--- config.mk ---
export PLATFORM = sky130hd
export DESIGN_NAME = serial_deser
export DESIGN_NICKNAME = d
export VERILOG_FILES = /design/src/rtl/serial_pkg.sv /design/src/rtl/serial_hold_reg.sv /design/src/rtl/serial_deser.sv
export SDC_FILE = /design/constraint.sdc
export NUM_CORES = 1
export LEC_CHECK = 0
export ABC_CLOCK_PERIOD_IN_PS = 3200
export CAP_MARGIN = 20
export CORE_MARGIN = 2
export CORE_UTILIZATION = 60
export DETAILED_ROUTE_END_ITERATION = 8
export DONT_BUFFER_PORTS = 1
export PLACE_DENSITY = 0.73
export SLEW_MARGIN = 10
export SYNTH_ARGS = -nofsm -noshare
export SYNTH_HDL_FRONTEND = slang
export SYNTH_SLANG_ARGS = --single-unit
--- constraint.sdc ---
create_clock -name clk -period 3.2 [get_ports clk]
set_input_delay 0.32 -clock clk [delete_from_list [all_inputs] [get_ports clk]]
set_output_delay 0.32 -clock clk [all_outputs]
set_load 0.01 [all_outputs]
--- src/rtl/serial_pkg.sv ---
// serial_pkg
//  Shared definitions for the serial link: FSM state encodings, line levels
//  for the framing bits, and the bit-counter width helper used by both the
//  serializer and the deserializer.
package serial_pkg;

  typedef enum logic [1:0] {
    ST_IDLE = 2'd0,
    ST_DATA = 2'd1,
    ST_PAR  = 2'd2,
    ST_STOP = 2'd3
  } state_t;

  localparam logic START_BIT = 1'b1;
  localparam logic STOP_BIT  = 1'b0;

  // Bits needed to count 0 .. width-1, never less than one bit.
  function automatic int cnt_width(input int width);
    return (width <= 2) ? 1 : $clog2(width);
  endfunction

endpackage

--- src/rtl/serial_hold_reg.sv ---
// serial_hold_reg
//  One-entry output register with a valid/ready handshake. A word offered on
//  load is captured when the register is empty or being drained the same
//  edge; otherwise the held word is kept and ovr_err pulses for one cycle.
// Ports
//  clk        in   rising-edge clock
//  clr        in   asynchronous active-low reset
//  load       in   a good word is offered this cycle
//  din        in   word offered with load
//  out_ready  in   consumer accepts the held word
//  out_data   out  held word
//  out_valid  out  register holds a word
//  ovr_err    out  1-cycle pulse: offered word dropped because register full
module serial_hold_reg #(
  parameter int WIDTH = 8
) (
  input  logic             clk,
  input  logic             clr,
  input  logic             load,
  input  logic [WIDTH-1:0] din,
  input  logic             out_ready,
  output logic [WIDTH-1:0] out_data,
  output logic             out_valid,
  output logic             ovr_err
);

  logic can_load;
  assign can_load = !out_valid || out_ready;

  always_ff @(posedge clk or negedge clr) begin
    if (!clr) begin
      out_data  <= '0;
      out_valid <= 1'b0;
      ovr_err   <= 1'b0;
    end else begin
      ovr_err <= 1'b0;
      if (load && can_load) begin
        // Covers the simultaneous accept+load case: valid stays high.
        out_data  <= din;
        out_valid <= 1'b1;
      end else begin
        if (load) ovr_err <= 1'b1;
        if (out_valid && out_ready) out_valid <= 1'b0;
      end
    end
  end

endmodule

--- src/rtl/serial_deser.sv ---
// serial_deser
//  Samples a 1-bit serial line every clock, recognises framed words
//  (start=1, WIDTH data bits LSB-first, optional even parity, stop=0),
//  and hands the assembled word to a one-entry valid/ready output register.
//  Framing and parity errors pulse for one cycle and discard the word.
// Configuration
//  SERIAL_PARITY_EN  defined: an even-parity bit follows the data bits.
//                    undefined: no parity bit, par_err is tied to 0.
// Ports
//  clk        in   rising-edge clock, sin sampled every posedge
//  clr        in   asynchronous active-low reset
//  sin        in   serial input, idle level 0
//  out_data   out  assembled word, stable while out_valid=1
//  out_valid  out  word held in output register
//  out_ready  in   consumer accepts (transfer on out_valid & out_ready)
//  busy       out  receiver is inside a frame
//  par_err    out  1-cycle pulse: parity mismatch
//  frm_err    out  1-cycle pulse: stop bit sampled as 1
//  ovr_err    out  1-cycle pulse: good word dropped, output register full
module serial_deser
  import serial_pkg::*;
#(
  parameter int WIDTH = 8
) (
  input  logic             clk,
  input  logic             clr,
  input  logic             sin,
  output logic [WIDTH-1:0] out_data,
  output logic             out_valid,
  input  logic             out_ready,
  output logic             busy,
  output logic             par_err,
  output logic             frm_err,
  output logic             ovr_err
);

  localparam int CW = cnt_width(WIDTH);
  localparam logic [CW-1:0] CNT_LAST = CW'(WIDTH - 1);

  state_t            state, state_nxt;
  logic [CW-1:0]     cnt;
  logic [WIDTH-1:0]  sr;
  logic              last_bit;
  logic              stop_smp;
  logic              frm_bad;
  logic              par_fail;
  logic              good;

  assign last_bit = (cnt == CNT_LAST);
  assign busy     = (state != ST_IDLE);

  always_ff @(posedge clk or negedge clr) begin
    if (!clr) state <= ST_IDLE;
    else      state <= state_nxt;
  end

  always_comb begin
    state_nxt = state;
    case (state)
      ST_IDLE: if (sin == START_BIT) state_nxt = ST_DATA;
      ST_DATA: if (last_bit) begin
`ifdef SERIAL_PARITY_EN
        state_nxt = ST_PAR;
`else
        state_nxt = ST_STOP;
`endif
      end
`ifdef SERIAL_PARITY_EN
      ST_PAR:  state_nxt = ST_STOP;
`endif
      ST_STOP: state_nxt = ST_IDLE;
      default: state_nxt = ST_IDLE;
    endcase
  end

  // Data bits enter at the MSB and move right, so after WIDTH shifts the
  // first (LSB) bit sits in sr[0].
  always_ff @(posedge clk or negedge clr) begin
    if (!clr) begin
      cnt <= '0;
      sr  <= '0;
    end else if (state == ST_IDLE) begin
      cnt <= '0;
    end else if (state == ST_DATA) begin
      sr  <= {sin, sr[WIDTH-1:1]};
      cnt <= cnt + 1'b1;
    end
  end

  assign stop_smp = (state == ST_STOP);
  assign frm_bad  = stop_smp && (sin != STOP_BIT);

`ifdef SERIAL_PARITY_EN
  logic par_bad;
  logic par_err_q;

  // Even parity: the parity bit equals the XOR of the data bits.
  always_ff @(posedge clk or negedge clr) begin
    if (!clr) begin
      par_bad <= 1'b0;
    end else if (state == ST_IDLE) begin
      par_bad <= 1'b0;
    end else if (state == ST_PAR) begin
      par_bad <= sin ^ (^sr);
    end
  end

  // A framing error outranks a parity error on the same frame.
  assign par_fail = stop_smp && !frm_bad && par_bad;

  always_ff @(posedge clk or negedge clr) begin
    if (!clr) par_err_q <= 1'b0;
    else      par_err_q <= par_fail;
  end
  assign par_err = par_err_q;
`else
  assign par_fail = 1'b0;
  assign par_err  = 1'b0;
`endif

  assign good = stop_smp && !frm_bad && !par_fail;

  always_ff @(posedge clk or negedge clr) begin
    if (!clr) frm_err <= 1'b0;
    else      frm_err <= frm_bad;
  end

  serial_hold_reg #(
    .WIDTH(WIDTH)
  ) u_hold (
    .clk       (clk),
    .clr       (clr),
    .load      (good),
    .din       (sr),
    .out_ready (out_ready),
    .out_data  (out_data),
    .out_valid (out_valid),
    .ovr_err   (ovr_err)
  );

endmodule
# Yosys cells after proc, flatten, opt, wreduce, memory -nomap -nowiden

Cells that the tools add are included.

Register bits after elaboration: 24
Input port bits: 4
Output and inout port bits: 13

Add/subtract/negate cells: 1
Equal/unequal tests: 5
Multiplexer cells: 9
Bitwise gates (word level): 1
Reductions and logical operators: 13

Operators by type and width:

| cell                                                | number |
|---|---|
| two-way mux 3 bit                                   | 2 |
| nonzero test 2 bit                                  | 3 |
| logical AND 1 bit                                   | 4 |
| two-way mux 1 bit                                   | 4 |
| two-way mux 2 bit                                   | 2 |
| != test 2 bit, second input constant                | 2 |
| one-hot mux 2 bit (2 select lines)                  | 1 |
| AND reduction 2 bit                                 | 2 |
| adder 3 x 1 -> 3 bit, second input constant         | 1 |
| equality test 3 bit, second input constant          | 1 |
| equality test 2 x 1 -> 1 bit, second input constant | 1 |
| equality test 2 bit, second input constant          | 1 |
| zero test 1 bit                                     | 2 |
| zero test 2 bit                                     | 1 |
| logical OR 1 bit                                    | 1 |
| inverter 1 bit                                      | 1 |

# Longest topological paths before layout

Word-level depth: 6
Gate-level depth with buffers: 5
Depth with buffers taken out: 3

# Modules after synthesis

Synthesis repeated with hierarchy kept, for this count alone.

Cell total of the unflattened synthesis: 64
Area total of the unflattened synthesis: 1,014.7 um^2

By module, submodules not included:

| module          | instances | cells each | area an instance (um^2) |
|---|---|---|---|
| serial_deser    | 1         | 41         | 608.1 |
| serial_hold_reg | 1         | 23         | 406.6 |

# Worst setup path after synthesis

OpenSTA, ideal clock, no wires.

Kind: register to register
From: register u_hold.out_valid
To: register u_hold.out_data[0]
Setup time: 0.125 ns
Arrival: 1.083 ns
Required time: 3.075 ns
Path slack: 1.992 ns
Cell stages (with the launch flop): 5
Buffers on the path: 1
Cells stage by stage: dfrtp_1 nand2b_1 nor2b_4 buf_6 mux2_2

Cells in the longest elaborated chain, start to end: 3

RTL lines:

| item                     | line                  | text |
|---|---|---|
| start: declaration       | serial_hold_reg.sv:23 | `output logic out_valid,` |
| start signal: assignment | serial_hold_reg.sv:33 | `out_valid <= 1'b0;` |
| start signal: assignment | serial_hold_reg.sv:40 | `out_valid <= 1'b1;` |
| start signal: assignment | serial_hold_reg.sv:43 | `if (out_valid && out_ready) out_valid <= 1'b0;` |
| zero test 1 bit          | serial_hold_reg.sv:28 | `assign can_load = !out_valid \|\| out_ready;` |
| logical OR 1 bit         | serial_hold_reg.sv:28 |  |
| logical AND 1 bit        | serial_hold_reg.sv:37 | `if (load && can_load) begin` |
| end signal: assignment   | serial_hold_reg.sv:39 | `out_data <= din;` |
| end: declaration         | serial_hold_reg.sv:22 | `output logic [WIDTH-1:0] out_data,` |

Every way passes these cells.
A chain may end at the register's enable or synchronous reset.

# Final worst setup path

From: register state[1]
To: output busy

Cells in the longest elaborated chain, start to end: 1

RTL lines:

| item                     | line               | text |
|---|---|---|
| start: declaration       | serial_deser.sv:40 | `state_t state, state_nxt;` |
| start signal: assignment | serial_deser.sv:54 | `else state <= state_nxt;` |
| nonzero test 2 bit       | serial_deser.sv:50 | `assign busy = (state != ST_IDLE);` |
| end: declaration         | serial_deser.sv:31 | `output logic busy,` |

Every way passes these cells.

==> metrics.txt <==
# TYPE chip_impl_metric gauge
chip_impl_metric{name="clk_transition_reported_paths",unit="ns"} 0.11
chip_impl_metric{name="io_pins",unit=""} 17
chip_impl_metric{name="insertedDiodeCount",unit=""} 0
chip_impl_metric{name="leakagePower",unit="uW"} 0.000524
chip_impl_metric{name="ys.warnings.count",unit=""} 0
chip_impl_metric{name="synth.cell_area",unit="sq um"} 987
chip_impl_info{name="min_path_type",value="input pin to flip-flop"} 1
chip_impl_metric{name="postRouteAntennaNets",unit=""} 0
chip_impl_info{name="critical-path-top-delay-family",value="flip-flops"} 1
chip_impl_info{name="unrepaired_setup_endpoints_after_global_routing",value="false"} 1
chip_impl_metric{name="floorplan.die.height",unit="um"} 44.6
chip_impl_metric{name="cts_setup_buffers",unit=""} 0
chip_impl_metric{name="clkSinkCount",unit=""} 24
chip_impl_metric{name="path_max_fanout",unit=""} 9
chip_impl_metric{name="cts.path.max_buffers",unit=""} 2
chip_impl_metric{name="design.die.area",unit="sq um"} 1990
chip_impl_metric{name="fin_area",unit="sq um"} 1020
chip_impl_metric{name="cts_buffers",unit=""} 3
chip_impl_metric{name="drt-total-wl",unit="um"} 1400
chip_impl_info{name="timing.critical_path.cells",value="or2_2"} 1
chip_impl_metric{name="finalSetupViolCount",unit=""} 0
chip_impl_metric{name="synth_fp_nets",unit=""} 86
chip_impl_metric{name="wire_length_of_the_first_global_routing_pass",unit="um"} 2360
chip_impl_info{name="synth.largest_area_cell",value="dfrtp_1"} 1
chip_impl_metric{name="number_of_endpoints_with_negative_hold_slack_in_the_final_report",unit=""} 0
chip_impl_metric{name="clkLatencyLatePin",unit="ns"} 0.31
chip_impl_metric{name="synth.distinct_cells",unit=""} 19
chip_impl_metric{name="drv_slew",unit=""} 0
chip_impl_metric{name="critPathBufInv",unit=""} 0
chip_impl_metric{name="placement.io_buffers",unit=""} 0
chip_impl_metric{name="number_of_antenna_violations_at_the_first_check_in_global_routing",unit=""} 0
chip_impl_metric{name="synth_edf_count",unit=""} 0
chip_impl_metric{name="drive_gt1_share",unit="%"} 27.5
chip_impl_metric{name="fin_ws",unit="ns"} 1.73
chip_impl_metric{name="irDropWorstVdd",unit="uV"} 594
chip_impl_info{name="synth_most_common_cell",value="nand2_1"} 1
chip_impl_metric{name="placeableCoreArea",unit="sq um"} 1520
chip_impl_metric{name="starting_density_of_the_core",unit="%"} 64.8
chip_impl_metric{name="grt_pass1_vias",unit=""} 532
chip_impl_metric{name="grt_max_degree",unit=""} 25
chip_impl_metric{name="totalNegativeSetupSlack",unit="ns"} 0
chip_impl_metric{name="remaining_drc_errors",unit=""} 0
chip_impl_metric{name="grt_resource_usage_total",unit="%"} 17.1
chip_impl_metric{name="cts.htree.levels",unit=""} 1
chip_impl_metric{name="num-nets-final",unit=""} 88
chip_impl_metric{name="synth_async_sr_flop_share",unit="%"} 100
chip_impl_info{name="setup.worst_path.end_class",value="output pin"} 1
chip_impl_metric{name="timing.clock.skew",unit="ns"} 0.00870
chip_impl_info{name="synthTopCellsByArea",value="dfrtp_1 61%, nand2_1 9.9%, mux2_2 9.1%"} 1
chip_impl_metric{name="global_route.overflow_total",unit=""} 0
chip_impl_metric{name="time_the_final_worst_path_needs_with_i_o_delays_and_setup",unit="ns"} 1.47
chip_impl_info{name="postSynth.topFlopCell",value="dfrtp_1"} 1
chip_impl_metric{name="detail_route.vias_per_cell",unit=""} 5.57
chip_impl_metric{name="instance_count_of_the_mapped_netlist",unit=""} 80
chip_impl_metric{name="drt_iter0_markers",unit=""} 7
chip_impl_metric{name="via_count",unit=""} 535
chip_impl_metric{name="maximum_frequency_from_static_timing_analysis",unit="GHz"} 0.680
chip_impl_metric{name="number_of_cell_rows",unit=""} 14
chip_impl_metric{name="synthToLayoutAreaGrowth",unit="%"} 2.91
chip_impl_metric{name="place_hpwl",unit="um"} 943
chip_impl_metric{name="share_of_the_synthesized_area_in_the_top_cell_type",unit="%"} 60.8
chip_impl_metric{name="drv_cap",unit=""} 0
chip_impl_info{name="setup_crit_path_kind",value="flip-flop to output pin"} 1
chip_impl_info{name="cts_root_buf",value="clkbuf_4"} 1
chip_impl_metric{name="wl_per_cell",unit="um"} 14.6
chip_impl_metric{name="dpl_cell_area",unit="sq um"} 956
chip_impl_metric{name="die_w",unit="um"} 44.6
chip_impl_metric{name="postSynthAreaPerCell",unit="sq um"} 12.3
chip_impl_info{name="timing.critical_path.slowest_stage_cell",value="dfrtp_1"} 1
chip_impl_metric{name="worstPathArrival",unit="ns"} 1.15
chip_impl_info{name="outcome",value="finished clean"} 1
chip_impl_metric{name="layout_worst_path_cycle_share",unit="%"} 45.9
chip_impl_info{name="tritoncts",value="done"} 1
chip_impl_metric{name="required",unit="ns"} 2.88
chip_impl_info{name="synthTopCellsByCount",value="26 x nand2_1, 24 x dfrtp_1, 8 x mux2_2"} 1
chip_impl_metric{name="post_place_setup_slack",unit="ns"} 1.80
chip_impl_metric{name="number_of_storage_elements_in_the_synthesis_netlist",unit=""} 24
chip_impl_info{name="start_kind",value="flip-flop"} 1
chip_impl_metric{name="drt_first_pass_iters",unit=""} 4
chip_impl_metric{name="ys_seq_area_share",unit="%"} 60.8
chip_impl_metric{name="crit_path_max_incr_delay",unit="ns"} 0.50
chip_impl_metric{name="pwr_density_cell",unit="nW/um^2"} 963
chip_impl_metric{name="routabilityCongestion",unit=""} 0.712
-- final cells by class --
cell class                      instances  area, sq um
Sequential cell                        24          601
Fill cell                             119          508
Multi-Input combinational cell         51          335
Timing Repair Buffer                    2         37.5
Clock buffer                            3         22.5
Tap cell                               16         20.0
-- worst reg2reg max path: stages (launching register included) --
cell and delay (ns):
dfrtp_1 0.53, nand3b_4 0.13, nor2b_4 0.26, mux2_2 0.37
-- metrics by stage --
step | std cells | hold WS, ns | util (%) | power (uW)
2_1_floorplan | 80 | 0.0244 | - | 825
3_3_place_gp | 91 | 0.0249 | 62.7 | 834
3_5_place_dp | 91 | 0.0249 | 62.7 | 853
4_1_cts | 95 | 0.111 | 64.9 | 985
5_1_grt | 96 | 0.120 | 66.7 | 1060
6_report | 96 | 0.119 | 66.7 | 978
-- layer usage --
layer	global-route usage (%)	routed length, um
met4	9.09	22
met5	0	0
met2	27.0	614
met3	4.49	89
met1	21.4	673
-- flip-flops by register name, summed over array words and instances, names as in the netlist --
register,cells
u_hold.ovr_err,1
sr,8
cnt,3
u_hold.out_valid,1
frm_err,1
u_hold.out_data,8
state,2
-- repair_timing --
item | CTS | global route
gates resized for setup | 0 | 0
endpoints found under the hold margin | 24 | 0
hold buffers | 1 | 0
-- where the power goes --
group	internal [uW]	switching, uW	total (uW)
combinational	146	148	294
sequential	435	124	559
clock	43.9	80.6	125
-- worst paths after layout --
| kind | startpoint | endpoint | slack [ns] | cells past startpoint |
|---|---|---|---|---|
| min in group asynchronous | clr | u_hold.out_data[7] | 0.35 | 1 |
| max in group asynchronous | clr | cnt[2] | 2.43 | 2 |
| setup / recovery | state[1] | busy | 1.73 | 1 |
| setup reg to reg | state[1] | u_hold.out_data[6] | 1.81 | 3 |
| hold / removal | sin | sr[7] | 0.12 | 2 |
| hold reg to reg | sr[4] | sr[3] | 0.50 | 2 |
-- cell usage in the layout, fill, tap and decap left out, drive strengths merged --
master and count:
a22o 2, ha 2, and2 1, nand3b 1, and2b 1, nand2b 1, nor2b 1, nor2 3
dlygate4sd3 1, buf 1, conb 1, and3 1, mux2 8, nand2 26, o21ai 1, or2 1
clkbuf 3, or2b 1, dfrtp 24
-- logic make-up (layout without fill, tap and decap cells) --
family                     Yosys count  in the layout  share of synthesized area, %
AOI/OAI and AO/OA                    3              3                          2.92
adders and majority gates            2              2                          2.53
buffers and inverters                5              5                          5.20
DFF                                 24             24                          60.8
muxes                                8              8                          9.13
other                                1              1                         0.380
and+or+nand+nor                     37             37                          19.0
No activity file was read; power rests on OpenSTA's default activity.
